<file path="config.mk">
export PLATFORM = sky130hd
export DESIGN_NAME = game_ctrl_flat
export DESIGN_NICKNAME = d
export VERILOG_FILES = /design/src/rtl/game_pkg.sv /design/src/rtl/game_ctrl_if.sv /design/src/rtl/game_timer.sv /design/src/rtl/game_ctrl.sv /design/src/flat_wrapper.sv
export SDC_FILE = /design/constraint.sdc
export NUM_CORES = 1
export LEC_CHECK = 0
export CAP_MARGIN = 20
export CORE_MARGIN = 1.5
export CORE_UTILIZATION = 50
export CTS_CLUSTER_SIZE = 30
export DETAILED_ROUTE_END_ITERATION = 8
export PLACE_DENSITY = 0.7
export SYNTH_ARGS = -nofsm -noshare
export SYNTH_HDL_FRONTEND = slang
export SYNTH_HIERARCHICAL = 1
export SYNTH_SLANG_ARGS = --single-unit
export TNS_END_PERCENT = 20
</file>
<file path="constraint.sdc">
create_clock -name clk -period 8.2 [get_ports clk]
set_input_delay 0.82 -clock clk [delete_from_list [all_inputs] [get_ports clk]]
set_output_delay 0.82 -clock clk [all_outputs]
set_load 0.005 [all_outputs]
</file>
<file path="src/rtl/game_pkg.sv">
// Shared types and constants for the memory-game controller.
package game_pkg;

    typedef enum logic [2:0] {
        StIdle,
        StPlay,
        StInput,
        StWin,
        StFail,
        StOver
    } game_state_e;

    localparam logic [3:0] KEY_START = 4'h5;
    localparam logic [3:0] KEY_END   = 4'hF;
    localparam logic [3:0] KEY_NONE  = 4'h0;

    // Nibble idx of a sequence word; index 0 is the MSB nibble.
    function automatic logic [3:0] seq_nibble(input logic [15:0] seq, input logic [1:0] idx);
        logic [15:0] shifted;
        shifted = seq << {idx, 2'b00};
        return shifted[15:12];
    endfunction

endpackage

</file>
<file path="src/rtl/game_ctrl_if.sv">
// Keypad / matcher / display bundle around the game controller.
interface game_ctrl_if;
    logic [3:0]  key_pressed;
    logic [15:0] key_seq;
    logic        seq_done;
    logic [3:0]  show_key;
    logic        input_en;
    logic        seq_clr;
    logic        level_up;
    logic        lose_life;
    logic [1:0]  lives;
    logic        game_over;
    logic [7:0]  score;

    // Environment side: keypad, level generator and matcher.
    modport master (
        output key_pressed, key_seq, seq_done,
        input  show_key, input_en, seq_clr, level_up, lose_life, lives, game_over, score
    );

    // Controller side.
    modport slave (
        input  key_pressed, key_seq, seq_done,
        output show_key, input_en, seq_clr, level_up, lose_life, lives, game_over, score
    );
endinterface

</file>
<file path="src/rtl/game_timer.sv">
// Loadable down-counter with enable and zero flag; holds at zero.
module game_timer #(
    parameter int unsigned WIDTH = 32
) (
    input  logic             clk,
    input  logic             reset,
    input  logic             load,
    input  logic             en,
    input  logic [WIDTH-1:0] load_val,
    output logic             zero
);

    logic [WIDTH-1:0] count_q;

    // Load has priority over counting; never wraps below zero.
    always_ff @(posedge clk or negedge reset) begin
        if (!reset) begin
            count_q <= '0;
        end else if (load) begin
            count_q <= load_val;
        end else if (en && (count_q != '0)) begin
            count_q <= count_q - 1'b1;
        end
    end

    assign zero = (count_q == '0);

endmodule

</file>
<file path="src/rtl/game_ctrl.sv">
// Memory-game round controller: playback, input window, win/fail, game over.
// Optional score counter enabled by defining GAME_CTRL_SCORE_EN.
// Pulses (seq_clr, level_up, lose_life) are registered from the next state, so
// level_up/lose_life coincide with the WIN/FAIL cycle and the start/INPUT-entry
// seq_clr appears in the first cycle of the state being entered.
module game_ctrl
    import game_pkg::*;
#(
    parameter int unsigned TIMEOUT_CYC = 50_000_000,
    parameter int unsigned SHOW_CYC    = 25_000_000,
    parameter int unsigned LIVES       = 3
) (
    input logic        clk,
    input logic        reset,
    game_ctrl_if.slave bus
);

    localparam logic [31:0] SHOW_LOAD    = 32'(SHOW_CYC - 1);
    localparam logic [31:0] TIMEOUT_LOAD = 32'(TIMEOUT_CYC - 1);
    localparam logic [1:0]  LIVES_INIT   = 2'(LIVES);

    game_state_e state_q, state_d;
    logic [1:0]  idx_q, idx_d;
    logic [1:0]  lives_q, lives_d;
    logic        show_load, show_en, show_zero;
    logic        input_load, input_cnt_en, input_zero;
    logic [3:0]  cur_key, next_key;
    logic        seq_clr_q, level_up_q, lose_life_q;

    assign cur_key  = seq_nibble(bus.key_seq, idx_q);
    assign next_key = seq_nibble(bus.key_seq, idx_q + 2'd1);

    game_timer #(.WIDTH(32)) u_show_timer (
        .clk      (clk),
        .reset    (reset),
        .load     (show_load),
        .en       (show_en),
        .load_val (SHOW_LOAD),
        .zero     (show_zero)
    );

    game_timer #(.WIDTH(32)) u_input_timer (
        .clk      (clk),
        .reset    (reset),
        .load     (input_load),
        .en       (input_cnt_en),
        .load_val (TIMEOUT_LOAD),
        .zero     (input_zero)
    );

    // Next-state, playback index, lives and timer controls.
    always_comb begin
        state_d      = state_q;
        idx_d        = idx_q;
        lives_d      = lives_q;
        show_load    = 1'b0;
        show_en      = 1'b0;
        input_load   = 1'b0;
        input_cnt_en = 1'b0;
        unique case (state_q)
            StIdle: begin
                if (bus.key_pressed == KEY_START) begin
                    state_d   = StPlay;
                    idx_d     = 2'd0;
                    show_load = 1'b1;
                end
            end
            StPlay: begin
                if (cur_key == KEY_END) begin
                    // Only reachable at index 0: empty sequence skips playback.
                    state_d    = StInput;
                    input_load = 1'b1;
                end else if (show_zero) begin
                    if ((idx_q == 2'd3) || (next_key == KEY_END)) begin
                        state_d    = StInput;
                        input_load = 1'b1;
                    end else begin
                        idx_d     = idx_q + 2'd1;
                        show_load = 1'b1;
                    end
                end else begin
                    show_en = 1'b1;
                end
            end
            StInput: begin
                // A match in the expiry cycle still counts as a win.
                if (bus.seq_done) begin
                    state_d = StWin;
                end else if (input_zero) begin
                    state_d = StFail;
                    lives_d = lives_q - 2'd1;
                end else begin
                    input_cnt_en = 1'b1;
                end
            end
            StWin: begin
                state_d   = StPlay;
                idx_d     = 2'd0;
                show_load = 1'b1;
            end
            StFail: begin
                state_d   = (lives_q == 2'd0) ? StOver : StPlay;
                idx_d     = 2'd0;
                show_load = 1'b1;
            end
            StOver: begin
                if (bus.key_pressed == KEY_START) begin
                    state_d = StIdle;
                    lives_d = LIVES_INIT;
                end
            end
            default: begin
                state_d = StIdle;
            end
        endcase
    end

    // State, index and lives registers.
    always_ff @(posedge clk or negedge reset) begin
        if (!reset) begin
            state_q <= StIdle;
            idx_q   <= 2'd0;
            lives_q <= LIVES_INIT;
        end else begin
            state_q <= state_d;
            idx_q   <= idx_d;
            lives_q <= lives_d;
        end
    end

    // One-cycle pulses registered from the upcoming transition.
    always_ff @(posedge clk or negedge reset) begin
        if (!reset) begin
            seq_clr_q   <= 1'b0;
            level_up_q  <= 1'b0;
            lose_life_q <= 1'b0;
        end else begin
            seq_clr_q   <= (state_d == StWin) || (state_d == StFail) ||
                           ((state_q == StIdle) && (state_d == StPlay)) ||
                           ((state_q == StPlay) && (state_d == StInput));
            level_up_q  <= (state_d == StWin);
            lose_life_q <= (state_d == StFail);
        end
    end

`ifdef GAME_CTRL_SCORE_EN
    logic [7:0] score_q;

    // Rounds won, saturating; cleared when leaving OVER.
    always_ff @(posedge clk or negedge reset) begin
        if (!reset) begin
            score_q <= 8'd0;
        end else if ((state_q == StOver) && (state_d == StIdle)) begin
            score_q <= 8'd0;
        end else if ((state_d == StWin) && (score_q != 8'hFF)) begin
            score_q <= score_q + 8'd1;
        end
    end

    assign bus.score = score_q;
`else
    assign bus.score = 8'd0;
`endif

    assign bus.show_key  = ((state_q == StPlay) && (cur_key != KEY_END)) ? cur_key : KEY_NONE;
    assign bus.input_en  = (state_q == StInput);
    assign bus.game_over = (state_q == StOver);
    assign bus.lives     = lives_q;
    assign bus.seq_clr   = seq_clr_q;
    assign bus.level_up  = level_up_q;
    assign bus.lose_life = lose_life_q;

endmodule

</file>
<file path="src/flat_wrapper.sv">
// flat-port wrapper written by rule: the top's interface ports become plain ports
module game_ctrl_flat import game_pkg::*;
#(
    parameter int unsigned TIMEOUT_CYC = 50_000_000,
    parameter int unsigned SHOW_CYC    = 25_000_000,
    parameter int unsigned LIVES       = 3
)
  (clk, reset, bus_key_pressed, bus_key_seq, bus_seq_done, bus_show_key, bus_input_en, bus_seq_clr, bus_level_up, bus_lose_life, bus_lives, bus_game_over, bus_score);
  game_ctrl_if bus_i ();
  input logic clk;
  input logic reset;
  input wire logic [$bits(bus_i.key_pressed)-1:0] bus_key_pressed;
  input wire logic [$bits(bus_i.key_seq)-1:0] bus_key_seq;
  input wire logic [$bits(bus_i.seq_done)-1:0] bus_seq_done;
  output wire logic [$bits(bus_i.show_key)-1:0] bus_show_key;
  output wire logic [$bits(bus_i.input_en)-1:0] bus_input_en;
  output wire logic [$bits(bus_i.seq_clr)-1:0] bus_seq_clr;
  output wire logic [$bits(bus_i.level_up)-1:0] bus_level_up;
  output wire logic [$bits(bus_i.lose_life)-1:0] bus_lose_life;
  output wire logic [$bits(bus_i.lives)-1:0] bus_lives;
  output wire logic [$bits(bus_i.game_over)-1:0] bus_game_over;
  output wire logic [$bits(bus_i.score)-1:0] bus_score;
  assign bus_i.key_pressed = bus_key_pressed;
  assign bus_i.key_seq = bus_key_seq;
  assign bus_i.seq_done = bus_seq_done;
  assign bus_show_key = bus_i.show_key;
  assign bus_input_en = bus_i.input_en;
  assign bus_seq_clr = bus_i.seq_clr;
  assign bus_level_up = bus_i.level_up;
  assign bus_lose_life = bus_i.lose_life;
  assign bus_lives = bus_i.lives;
  assign bus_game_over = bus_i.game_over;
  assign bus_score = bus_i.score;
  game_ctrl #(.TIMEOUT_CYC(TIMEOUT_CYC), .SHOW_CYC(SHOW_CYC), .LIVES(LIVES)) u_core (.clk(clk), .reset(reset), .bus(bus_i));
endmodule
</file>
==> results_dict.tcl <==
set metrics [dict create \
    outcome "finished, final reports clean" \
    hpwl_um 7800 \
    p_leak_nw 2.17 \
    r2r-start "u_core/u_show_timer/count_q[24]$_DFFE_PN0P_" \
    layout-drive-gt1-share 0.0777 \
    port_buffers 33 \
    numClockSinks 74 \
    fin_crit_sh 0.572 \
    rrSetupSlack_ns 3.51 \
    r2r-end "u_core/u_show_timer/count_q[8]$_DFFE_PN0P_" \
    ir_drop_mv 0.150 \
    required_ns 8.43 \
    drv_cap 0 \
    maxSlewHeadroom 0.376 \
    drt_iter0_drc 199 \
    ys_ff_latch 74 \
    cp.arrival_ns 4.93 \
    core-area_mm2 0.00973 \
    netlist.area_leader.share 0.360 \
    critPathKind "reg -> reg" \
    nets 679 \
    via_count 4474 \
    slew_violations 0 \
    startpoint "u_core/u_show_timer/count_q[24]$_DFFE_PN0P_" \
    seq_area_mm2 0.00185 \
    reg2reg_depth 10 \
    synth_edf_count 0 \
    async_reset_ff_frac 1.00 \
    gp_congestion 0.861 \
    synth.distinct_cells 77 \
    insertion_delay_ns 0.36 \
    antenna_cells 0 \
    die_h_um 103 \
    endpoint "u_core/u_show_timer/count_q[8]$_DFFE_PN0P_" \
    yosys_warnings 6 \
    cp-start-kind "register" \
    setup_tns_ns 0 \
    syn-mean-instance-area_um2 8.70 \
    grt_max_degree 75 \
    antenna_found_initial 0 \
    critPathCaptureType "register" \
    n_fill_cell 888 \
    clk_pin_slew_worst_paths_ns 0.08 \
    clockBufferDepth 2 \
    placementRows 36 \
    multi_input_area_mm2 0.00308 \
    hold_path.class "reg -> reg" \
    vias_per_cell 5.67 \
    post_cts_resized 0 \
    syn_inst 576 \
    finClkSkew_ns 0.0113 \
    track_usage 0.226 \
    grt-ovfl-total 0 \
    cts-root-buf "clkbuf_8" \
    cts_setup_buffers 0 \
    start_util 0.515 \
    ys.flop_type "dfrtp_1" \
    clock.fmax_ghz 0.213 \
    cts_hold_buf 0 \
    first_pass_iters 4 \
    ys_seq_area_frac 0.370 \
    cts_tree "done" \
    die-width_um 103 \
    path_max_fanout 36 \
    drt-total-wl_um 11100 \
    drc 0 \
    setup-violations-final 0 \
    power_density_mw_per_mm2 277 \
    rsz0062_at_grt "no" \
    antenna_left 0 \
    total_power_w 0.00159 \
    pin_count 42 \
    yosysTopAreaCell "dfrtp_1" \
    htreeDepth 3 \
    synth_area_mm2 0.00501 \
    worst_pin_slew_ns 0.929 \
    die_area_mm2 0.0106 \
    numCtsBuffers 9 \
    post-route-min-period_ns 4.69 \
    hold_viol_final 0 \
    area_growth_pct 14.4 \
    grt_pass1_vias 4096 \
    grt_pass1_wl_um 18900 \
    drt-wirelength-per-cell_um 14.1 \
    ys_top_cells_by_area "dfrtp_1 36%, nor2_1 4.3%, nand2_1 3.8%" \
]
[per-layer routing]
layer / track usage / vias to the layer above / share of wire
li1: - / 2262 / -
met1: 0.275 / 2119 / 0.44
met2: 0.395 / 77 / 0.51
met3: 0.0434 / 16 / 0.033
met4: 0.0863 / 0 / 0.015
met5: 0 / - / 0
[power breakdown]
part / internal, W / switching (W) / leakage, nW / total (W)
clock: 0.000146 / 0.000129 / 0.0962 / 0.000275
sequential: 0.000532 / 0.000190 / 0.884 / 0.000722
combinational: 0.000275 / 0.000314 / 1.19 / 0.000589
[per-stage QoR]
step	cells	util	setup WS, ns	hold slack, ns	cell area [um^2]
floorplan	646	-	4.58	0.475	5270
finish	789	0.589	3.51	0.516	5730
global route	789	0.589	3.05	0.539	5730
global placement	774	0.570	3.61	0.495	5550
detailed placement	774	0.570	3.51	0.502	5550
CTS	789	0.589	3.49	0.518	5730
[area by class of cell]
cell class / instances / area share
multi-input cells: 507 / 0.538
flip-flops and latches: 74 / 0.324
repair buffers: 36 / 0.0611
well taps: 133 / 0.0290
clock buffers: 12 / 0.0253
inverters: 24 / 0.0157
clock inverters: 3 / 0.00699
[Yosys cell counts, drive strengths merged (6+ instances only)]
cell type,n
dfrtp,72
nor2,58
nand2,51
o21ai,38
a31oi,31
nor3,27
clkbuf,23
inv,22
nand3,21
or4,20
buf,18
or3,18
nand4,17
o41ai,12
xnor2,12
and3,10
o31ai,10
nor4,9
a311o,8
or4b,8
a21oi,7
o311ai,6
[flip-flops by register name, indices dropped and copies added, names as in the netlist]
| name | count |
|---|---|
| u_core/state_q | 3 |
| u_core/bus.seq_clr | 1 |
| u_core/u_show_timer/count_q | 32 |
| u_core/u_input_timer/count_q | 32 |
| u_core/bus.lose_life | 1 |
| u_core/bus.level_up | 1 |
| u_core/idx_q | 2 |
| u_core/bus.lives | 2 |
[kinds of logic (layout without fill, tap and decap cells)]
group,count (synthesis),count (layout),share of synthesized area
AO/OA/AOI/OAI,141,141,0.203
XOR/XNOR,16,16,0.0280
adder cells (fa/ha/maj),4,4,0.00999
buffers and inverters,65,75,0.0674
flip-flops,74,74,0.370
multiplexers,7,7,0.0240
other,2,72,0.00150
AND/OR/NAND/NOR,267,267,0.296
[layout by cell type (no fill, tap or decap), types with 4 or more instances in the layout]
master / n
nand2b_1: 4
buf_4: 4
or4b_1: 5
xnor2_1: 12
or3_1: 16
o31ai_1: 10
o41ai_1: 11
inv_1: 19
nor4_1: 6
ha_1: 4
dfrtp_1: 72
nand2_1: 51
o211ai_1: 4
clkdlybuf4s50_1: 32
o21ai_0: 36
and3_1: 10
o311ai_0: 6
a31oi_1: 30
a311o_1: 7
nand4_1: 16
nor3_1: 26
or4_1: 18
nor2_1: 58
conb_1: 72
a21oi_1: 7
nand3_1: 21
mux4_2: 4
xor2_1: 4
clkbuf_8: 10
[critical path, cell delays in order, from the launching register on]
cell and delay (ns):
dfrtp_1 0.41, or4_1 0.66, or3_1 0.53, nor4_1 0.49, nand2_1 0.19, or4b_4 0.55, nand2_1 0.09, buf_4 0.32
clkinv_1 0.81, o311ai_0 0.39, nand3_1 0.11
[worst min-delay path by stage]
stage / slack (ns) / cells past startpoint / end / startpoint
global placement: 0.50 / 1 / u_core/u_input_timer/count_q[27]$_DFFE_PN0P_ / u_core/u_input_timer/count_q[27]$_DFFE_PN0P_
finish: 0.52 / 1 / u_core/u_input_timer/count_q[27]$_DFFE_PN0P_ / u_core/u_input_timer/count_q[27]$_DFFE_PN0P_
global route: 0.54 / 1 / u_core/u_input_timer/count_q[27]$_DFFE_PN0P_ / u_core/u_input_timer/count_q[27]$_DFFE_PN0P_
floorplan: 0.48 / 1 / u_core/u_input_timer/count_q[27]$_DFFE_PN0P_ / u_core/u_input_timer/count_q[27]$_DFFE_PN0P_
CTS: 0.52 / 1 / u_core/u_input_timer/count_q[27]$_DFFE_PN0P_ / u_core/u_input_timer/count_q[27]$_DFFE_PN0P_
detailed placement: 0.50 / 1 / u_core/u_input_timer/count_q[27]$_DFFE_PN0P_ / u_core/u_input_timer/count_q[27]$_DFFE_PN0P_
Note: power is estimated with default switching activity, not from simulation.
